[src/rtl/instruction_cache_pkg.sv]
// Shared constants and state encoding for the direct-mapped instruction cache.
// The field positions describe how a byte PC splits into word, index and tag.
package instruction_cache_pkg;
  localparam int INDEX_BITS = 3;
  localparam int TAG_BITS   = 3;
  localparam int WORDS      = 4;
  localparam int WORD_LSB   = 2;
  localparam int INDEX_LSB  = 4;
  localparam int TAG_LSB    = 7;
  localparam int BLOCK_BITS = WORDS * 32;
  localparam int LINES      = 1 << INDEX_BITS;
  localparam int ADDR_BITS  = TAG_BITS + INDEX_BITS;

  typedef enum logic [1:0] {
    S_IDLE     = 2'd0,
    S_MEM_READ = 2'd1,
    S_UPDATE   = 2'd2
  } state_t;
endpackage

[src/rtl/icache_word_select.sv]
// Picks one 32-bit word out of a 128-bit cache block by word offset.
module icache_word_select
  import instruction_cache_pkg::*;
(
  input  logic [BLOCK_BITS-1:0] block,
  input  logic [1:0]            offset,
  output logic [31:0]           word
);
  assign word = block[{offset, 5'b00000} +: 32];
endmodule

[src/rtl/instruction_cache.sv]
// Direct-mapped read-only instruction cache: combinational hit lookup, and a
// three-state refill FSM (IDLE -> MEM_READ -> UPDATE) on a miss.
module instruction_cache
  import instruction_cache_pkg::*;
(
  input  logic                  CLK,
  input  logic                  RESET,
  input  logic [31:0]           PC,
  output logic [31:0]           INSTRUCTION,
  output logic                  BUSYWAIT,
  output logic                  MEM_READ,
  output logic [ADDR_BITS-1:0]  MEM_ADDRESS,
  input  logic [BLOCK_BITS-1:0] MEM_READDATA,
  input  logic                  MEM_BUSYWAIT,
  output logic [1:0]            dbg_state
);
  // Handshake: BUSYWAIT=1 tells the cpu to hold PC; INSTRUCTION is valid only
  // while BUSYWAIT=0. Memory data is taken on the edge where MEM_BUSYWAIT=0
  // while MEM_READ=1; MEM_BUSYWAIT is ignored when MEM_READ=0.
  state_t state, state_next;

  logic [LINES-1:0]      valid;
  logic [TAG_BITS-1:0]   tag_mem  [LINES];
  logic [BLOCK_BITS-1:0] data_mem [LINES];
  logic [ADDR_BITS-1:0]  miss_addr;
  logic [BLOCK_BITS-1:0] fill_buf;

  logic [INDEX_BITS-1:0] idx;
  logic [TAG_BITS-1:0]   tag;
  logic                  hit;
  logic                  busy_raw;
  logic                  unused_pc;

  assign idx       = PC[INDEX_LSB +: INDEX_BITS];
  assign tag       = PC[TAG_LSB +: TAG_BITS];
  assign unused_pc = ^{PC[31:TAG_LSB+TAG_BITS], PC[WORD_LSB-1:0]};
  assign hit       = valid[idx] && (tag_mem[idx] == tag);

  icache_word_select u_word_select (
    .block  (data_mem[idx]),
    .offset (PC[WORD_LSB +: 2]),
    .word   (INSTRUCTION)
  );

  always_ff @(posedge CLK or negedge RESET) begin
    if (!RESET) state <= S_IDLE;
    else        state <= state_next;
  end

  always_comb begin
    state_next = S_IDLE;
    case (state)
      S_IDLE:     state_next = hit ? S_IDLE : S_MEM_READ;
      S_MEM_READ: state_next = MEM_BUSYWAIT ? S_MEM_READ : S_UPDATE;
      S_UPDATE:   state_next = S_IDLE;
      default:    state_next = S_IDLE;
    endcase
  end

  always_comb begin
    MEM_READ = 1'b0;
    busy_raw = 1'b0;
    case (state)
      S_IDLE:     busy_raw = ~hit;
      S_MEM_READ: begin
        MEM_READ = 1'b1;
        busy_raw = 1'b1;
      end
      S_UPDATE:   busy_raw = 1'b1;
      default:    busy_raw = ~hit;
    endcase
  end

  // Gated by reset so the cpu sees no stall while the cache is held in reset.
  assign BUSYWAIT    = RESET & busy_raw;
  assign MEM_ADDRESS = miss_addr;
  assign dbg_state   = state;

  always_ff @(posedge CLK or negedge RESET) begin
    if (!RESET) begin
      valid     <= '0;
      miss_addr <= '0;
      fill_buf  <= '0;
      for (int i = 0; i < LINES; i++) begin
        tag_mem[i]  <= '0;
        data_mem[i] <= '0;
      end
    end else begin
      case (state)
        S_IDLE: begin
          if (!hit) miss_addr <= {tag, idx};
        end
        S_MEM_READ: begin
          if (!MEM_BUSYWAIT) fill_buf <= MEM_READDATA;
        end
        S_UPDATE: begin
          data_mem[miss_addr[INDEX_BITS-1:0]] <= fill_buf;
          tag_mem[miss_addr[INDEX_BITS-1:0]]  <= miss_addr[ADDR_BITS-1:INDEX_BITS];
          valid[miss_addr[INDEX_BITS-1:0]]    <= 1'b1;
        end
        default: ;
      endcase
    end
  end
endmodule
[config.mk]
export PLATFORM = sky130hd
export DESIGN_NAME = instruction_cache
export DESIGN_NICKNAME = d
export VERILOG_FILES = /design/src/rtl/instruction_cache_pkg.sv /design/src/rtl/icache_word_select.sv /design/src/rtl/instruction_cache.sv
export SDC_FILE = /design/constraint.sdc
export NUM_CORES = 1
export LEC_CHECK = 0
export CORE_MARGIN = 5
export CORE_UTILIZATION = 61
export CTS_CLUSTER_SIZE = 20
export DETAILED_ROUTE_END_ITERATION = 10
export PLACE_DENSITY = 0.9
export SLEW_MARGIN = 20
export SYNTH_ARGS = -nofsm -noshare
export SYNTH_HDL_FRONTEND = slang
export SYNTH_HIERARCHICAL = 1
export SYNTH_SLANG_ARGS = --single-unit
[constraint.sdc]
create_clock -name CLK -period 4.1 [get_ports CLK]
set_input_delay 0.82 -clock CLK [delete_from_list [all_inputs] [get_ports CLK]]
set_output_delay 0.82 -clock CLK [all_outputs]
set_load 0.01 [all_outputs]
==> flow_metrics.tcl, run 1 <==
set metrics [dict create \
    cts_tree "done" \
    clk_pin_slew_ps 60 \
    critical_path_class "input port to primary output" \
    place.gp.congestion 0.808 \
    period_needed_ps 4100 \
    fin_crit_sh_pct 100 \
    seq_area_frac_synth_pct 56.8 \
    dr.pass1.iters 5 \
    violations "setup timing" \
    syn-cell-area_um2 52500 \
    clk_path_buf_depth 3 \
    fmax_ghz 0.244 \
    wl_per_cell_um 28.7 \
    cp_slowest_stage_delay_ps 520 \
    r2r-start "dbg_state[1]" \
    hold_viol_final 0 \
    fin_nets 3403 \
    die_h_um 303 \
    ys_async_sr_fraction_pct 100 \
    multi_input_area_um2 21800 \
    drive_above_1_share_pct 57.4 \
    cp_cell_sequence "buf_12 -> bufbuf_16 -> mux4_2 -> mux2_2 -> mux4_2 -> clkdlybuf4s50_1" \
    grt_max_degree 187 \
    antenna_found_initial 7 \
    route.detailed.drc 0 \
    ios 205 \
    htree_num_levels 3 \
    yosys_warnings 6 \
    hp-class "input port to async pin" \
    crit_arrival_ps 3280 \
    vias_per_cell 6.48 \
    cts-buffers-inserted 116 \
    start_kind "input port" \
    cpMostUsedCell "mux4_2" \
    synth_fp_nets 3219 \
    die-area_um2 92100 \
    cts.sinks 1192 \
    drv_slew 0 \
    drt-total-wl_mm 129 \
    postRouteAntennaNets 0 \
    stdcell_area_um2 60300 \
    final_common_cell "mux2_2" \
    maxCapViolations 0 \
    postCtsHoldBufs 0 \
    end_kind "primary output" \
    tightest_slew_ps 1070 \
    coreArea_um2 85300 \
    grt.total_usage_pct 28.7 \
    vias 29000 \
    ys.flop_type "dfrtp_1" \
    hpwl_mm 78.5 \
    fin_ws_ps -0.879 \
    row_count 107 \
    dpl_cell_area_um2 56200 \
    slew_headroom_pct 28.4 \
    cpMaxStageDelayCell "mux4_2" \
    fin_util_pct 70.7 \
    status "complete, but fails checks" \
    clockRootBuffer "clkbuf_16" \
    cp_max_fo 18 \
    reg2reg_to "data_mem[688]" \
    synth-edff-count 0 \
    layoutNonFillerInstCount 4480 \
    fin_total_pwr_w 0.0442 \
    place_worst_setup_slack_ps -77.9 \
    synthToLayoutAreaGrowth_pct 14.8 \
    peakVddDrop_mv 0.404 \
    power_density_nw_per_um2 733 \
    start_util_pct 61.6 \
    final_cell_mix "mux2_2, dfrtp_1, mux4_2, clkdlybuf4s50_1, clkbuf_16" \
    setup_viol 1 \
    grt_pass1_wl_mm 201 \
    crit_required_ps 3280 \
    finClkSkew_ps 20.6 \
    synthCells 3053 \
    die_width_um 303 \
    r2r_slack_ps 1490 \
    port_buffers 180 \
    power_leakage_nw 27.4 \
    overflow 0 \
    dp_cells 4260 \
    insertion_delay_ps 690 \
    reg2reg_depth 5 \
    synth_cell_type_count 30 \
    avgSynthCellArea_um2 17.2 \
    dr.first_iter.drc_count 2099 \
    grt_pass1_vias 33000 \
    rsz0062_at_grt "true" \
    ys_seq_elements 1192 \
    nFillCells 4971 \
    regArea_um2 29800 \
]
## cell families (layout without fill, tap and decap cells)
group                      Yosys count  count (layout)  synth area share (%)
AOI/OAI and AO/OA                    3               3                0.0500
xor gates and xnor gates             3               3                0.0500
adders and majority gates            3               3                0.0715
buffers and inverters              215             495                  1.81
DFF                               1192            1192                  56.8
muxes                             1610            1610                  40.9
other                                0               3                     0
and+or+nand+nor                     27              27                 0.338
## how the worst max path moves through the flow
stage / from / to / slack (ps) / cells past startpoint
after global routing: PC[4] / INSTRUCTION[30] / -30 / 6
after CTS: PC[4] / INSTRUCTION[6] / -4 / 7
final: PC[4] / INSTRUCTION[30] / -0.9 / 6
after detailed placement: PC[4] / INSTRUCTION[23] / -80 / 6
after global placement: PC[4] / INSTRUCTION[23] / -50 / 6
after floorplan: PC[4] / INSTRUCTION[0] / 320 / 7
## synthesized netlist by cell type (2+ instances only)
library cell,number,area share [%]
buf_1,16,0.11
buf_12,3,0.11
buf_2,59,0.56
buf_4,2,0.029
buf_6,2,0.043
clkbuf_1,130,0.93
dfrtp_1,1192,57
ha_1,3,0.071
inv_1,3,0.021
mux2_2,1306,28
mux2_4,6,0.17
mux2i_1,3,0.057
mux4_1,2,0.10
mux4_2,292,13
nand2_1,3,0.021
nand2b_1,5,0.060
nand4_1,2,0.024
nand4b_1,3,0.050
nor2b_1,2,0.024
nor3_1,2,0.019
nor3b_1,4,0.057
or2_2,4,0.048
xor2_1,2,0.033
## sequential cells by signal (all words and copies together), names as in the netlist
| name | cells |
|---|---|
| tag_mem | 24 |
| valid | 8 |
| data_mem | 1024 |
| MEM_ADDRESS | 6 |
| fill_buf | 128 |
| dbg_state | 2 |
## what timing repair did
item	in CTS	in global routing
pin swaps	0	0
gates cloned	1	0
resized for setup	31	9
buffers inserted	2	0
setup endpoints to repair	32	10
## per-stage QoR
| step | hold slack [ps] | setup TNS, ps |
|---|---|---|
| 6_report | 38.5 | -0.879 |
| 4_1_cts | 24.8 | -3.84 |
| 3_3_place_gp | 444 | -628 |
| 3_5_place_dp | 457 | -1070 |
| 5_1_grt | 43.4 | -71.8 |
| 2_1_floorplan | 429 | 0 |
## area by class of cell
cell class / count / area share [%]
multi-input combinational: 1646 / 36.1
sequential: 1192 / 49.5
clock buffer: 169 / 5.72
clock inverter: 45 / 0.872
tap: 1144 / 2.37
timing repair buffer: 278 / 5.41
antenna: 3 / 0.0125
inverter: 3 / 0.0187
## worst max-delay path, delay by kind of cell
family                 cells  cell delay, ps
multiplexers               3            1360
buffers and inverters      3            1080
## report_power, final
part           switching, W  internal [W]  leakage [nW]
Combinational       0.00427       0.00750          10.1
Clock               0.00454       0.00645          1.97
Sequential          0.00438        0.0170          15.4
Total                0.0132        0.0310          27.4
## routing by layer
metal | global-route usage, % | routed length [um] | vias up
met5 | 0 | 42 | -
met4 | 10.8 | 5290 | 6
met3 | 5.19 | 7890 | 264
met2 | 47.9 | 64500 | 997
met1 | 38.5 | 50900 | 15900
li1 | - | - | 11900
(Power assumes the default switching activity.)
==> run 2: changes to the inputs <==
--- a/config.mk
+++ b/config.mk
@@ -6,10 +6,11 @@
 export NUM_CORES = 1
 export LEC_CHECK = 0
 export CORE_MARGIN = 5
-export CORE_UTILIZATION = 61
+export CORE_UTILIZATION = 66
 export CTS_CLUSTER_SIZE = 20
 export DETAILED_ROUTE_END_ITERATION = 10
-export PLACE_DENSITY = 0.9
+export PLACE_DENSITY_LB_ADDON = 0.05
+export SKIP_CTS_REPAIR_TIMING = 1
 export SLEW_MARGIN = 20
 export SYNTH_ARGS = -nofsm -noshare
 export SYNTH_HDL_FRONTEND = slang
==> constraint.sdc (replaced) <==
create_clock -name CLK -period 4.95 [get_ports CLK]
set_input_delay 0.99 -clock CLK [delete_from_list [all_inputs] [get_ports CLK]]
set_output_delay 0.99 -clock CLK [all_outputs]
set_load 0.01 [all_outputs]
==> run 2 against run 1 <==
The run now ends clean; register-to-register slack better by 750 ps; combinational power down 18%; final cell count down 2.7%; non-clock buffer count down 32; critical path depth up 1; worst setup slack better by 320 ps; core utilization up 5.1 points; clock skew up 2.9 ps; largest power group unchanged; highest routed layer is now met4.
==> flow_metrics.tcl, run 2 (same netlist as run 1, synthesis figures left out) <==
set metrics [dict create \
    multi_input_area_um2 21800 \
    die-area_um2 85300 \
    dr.pass1.iters 4 \
    critical_path_class "input port to primary output" \
    place.gp.congestion 0.769 \
    port_buffers 180 \
    nFillCells 4486 \
    final_common_cell "mux2_2" \
    drive_above_1_share_pct 57.1 \
    grt_pass1_wl_mm 196 \
    cts_tree "done" \
    vias_per_cell 6.49 \
    tightest_slew_ps 1130 \
    r2r-start "dbg_state[0]" \
    fin_nets 3375 \
    htree_num_levels 3 \
    clk_path_buf_depth 3 \
    fin_crit_sh_pct 93.6 \
    grt.total_usage_pct 29.9 \
    insertion_delay_ps 680 \
    power_leakage_nw 27.1 \
    regArea_um2 29800 \
    end_kind "primary output" \
    grt_max_degree 195 \
    status "completed" \
    r2r_slack_ps 2240 \
    route.detailed.drc 0 \
    dr.first_iter.drc_count 1733 \
    drv_slew 0 \
    overflow 0 \
    antenna_found_initial 6 \
    finClkSkew_ps 23.6 \
    fin_total_pwr_w 0.0365 \
    period_needed_ps 4630 \
    largest_register "data_mem" \
    dp_cells 4136 \
    start_util_pct 66.5 \
    cts.sinks 1192 \
    maxCapViolations 0 \
    synthToLayoutAreaGrowth_pct 14.0 \
    ios 205 \
    layoutNonFillerInstCount 4359 \
    wl_per_cell_um 28.6 \
    dpl_cell_area_um2 55700 \
    largest_reg_flops 1024 \
    vias 28300 \
    hold_slack_ps 226 \
    die_width_um 292 \
    cp_max_fo 20 \
    cts-buffers-inserted 120 \
    reg_top3 "data_mem (1024), fill_buf (128), tag_mem (24)" \
    postRouteAntennaNets 0 \
    slew_headroom_pct 24.8 \
    reg2reg_to "data_mem[1009]" \
    rsz0062_at_grt "false" \
    crit_arrival_ps 3640 \
    reg2reg_depth 6 \
    finalSetupTns_ps 0 \
    hp-class "input port to async pin" \
    crit_required_ps 3960 \
    row_count 103 \
    start_kind "input port" \
    peakVddDrop_mv 0.386 \
    final_cell_mix "mux2_2, dfrtp_1, mux4_2, clkdlybuf4s50_1, clkbuf_16" \
    power_density_nw_per_um2 610 \
    die_h_um 292 \
    hold_viol_final 0 \
    drt-total-wl_mm 125 \
    clockRootBuffer "clkbuf_16" \
    setup_viol 0 \
    clk_pin_slew_ps 60 \
    fmax_ghz 0.216 \
    coreArea_um2 79000 \
    stdcell_area_um2 59900 \
    grt_pass1_vias 31900 \
    hpwl_mm 73.2 \
]
[run 2: changes by cell type in the layout (fill, tap and decap cells not counted), sizes merged, moves of 7 or more]
cell,previous run,this run
buf,103,72
clkdlybuf4s50,146,174
dlygate4sd2,21,0
clkbuf,169,183
dlymetal6s2s,7,0
[run 2: layer usage]
metal / vias up / routed length, um / track usage, %
li1: 11800 / - / -
met1: 15600 / 52600 / 41.8
met2: 622 / 63900 / 50.8
met3: 191 / 5050 / 4.08
met4: 0 / 3190 / 7.55
met5: - / 0 / 0
[run 2: power by group]
group | switching (W) | total, W | internal (W)
Combinational | 0.00343 | 0.00967 | 0.00624
Clock | 0.00372 | 0.00932 | 0.00560
Sequential | 0.00341 | 0.0175 | 0.0141
Total | 0.0106 | 0.0365 | 0.0259
[run 2: cell type report]
class                           instances  share of cell area (%)
Timing Repair Buffer                  246                    4.68
Multi-Input combinational cell       1646                    36.3
Tap cell                             1050                    2.19
Antenna cell                            4                  0.0167
Clock buffer                          183                    6.28
Sequential cell                      1192                    49.8
Inverter                                3                  0.0188
Clock inverter                         35                   0.654
[run 2: worst max path at each step]
stage | start | to | slack (ps) | cells past startpoint
finish | PC[4] | INSTRUCTION[8] | 320 | 7
global route | PC[4] | INSTRUCTION[9] | 250 | 7
CTS | PC[4] | INSTRUCTION[3] | 310 | 7
detailed placement | PC[4] | INSTRUCTION[3] | 320 | 7
global placement | PC[4] | INSTRUCTION[8] | 340 | 7
floorplan | PC[4] | INSTRUCTION[0] | 830 | 7
[run 2: through the flow]
stage	worst slack (ps)	util, %
global route	254	75.8
global placement	340	70.5
CTS	312	75.7
finish	317	75.8
detailed placement	319	70.5
floorplan	828	-
[run 2: critical path: stages]
cell             delay, ps
buf_8                  250
buf_12                 270
buf_4                  190
mux4_2                 510
mux2_2                 340
mux4_2                 550
clkdlybuf4s50_1        520
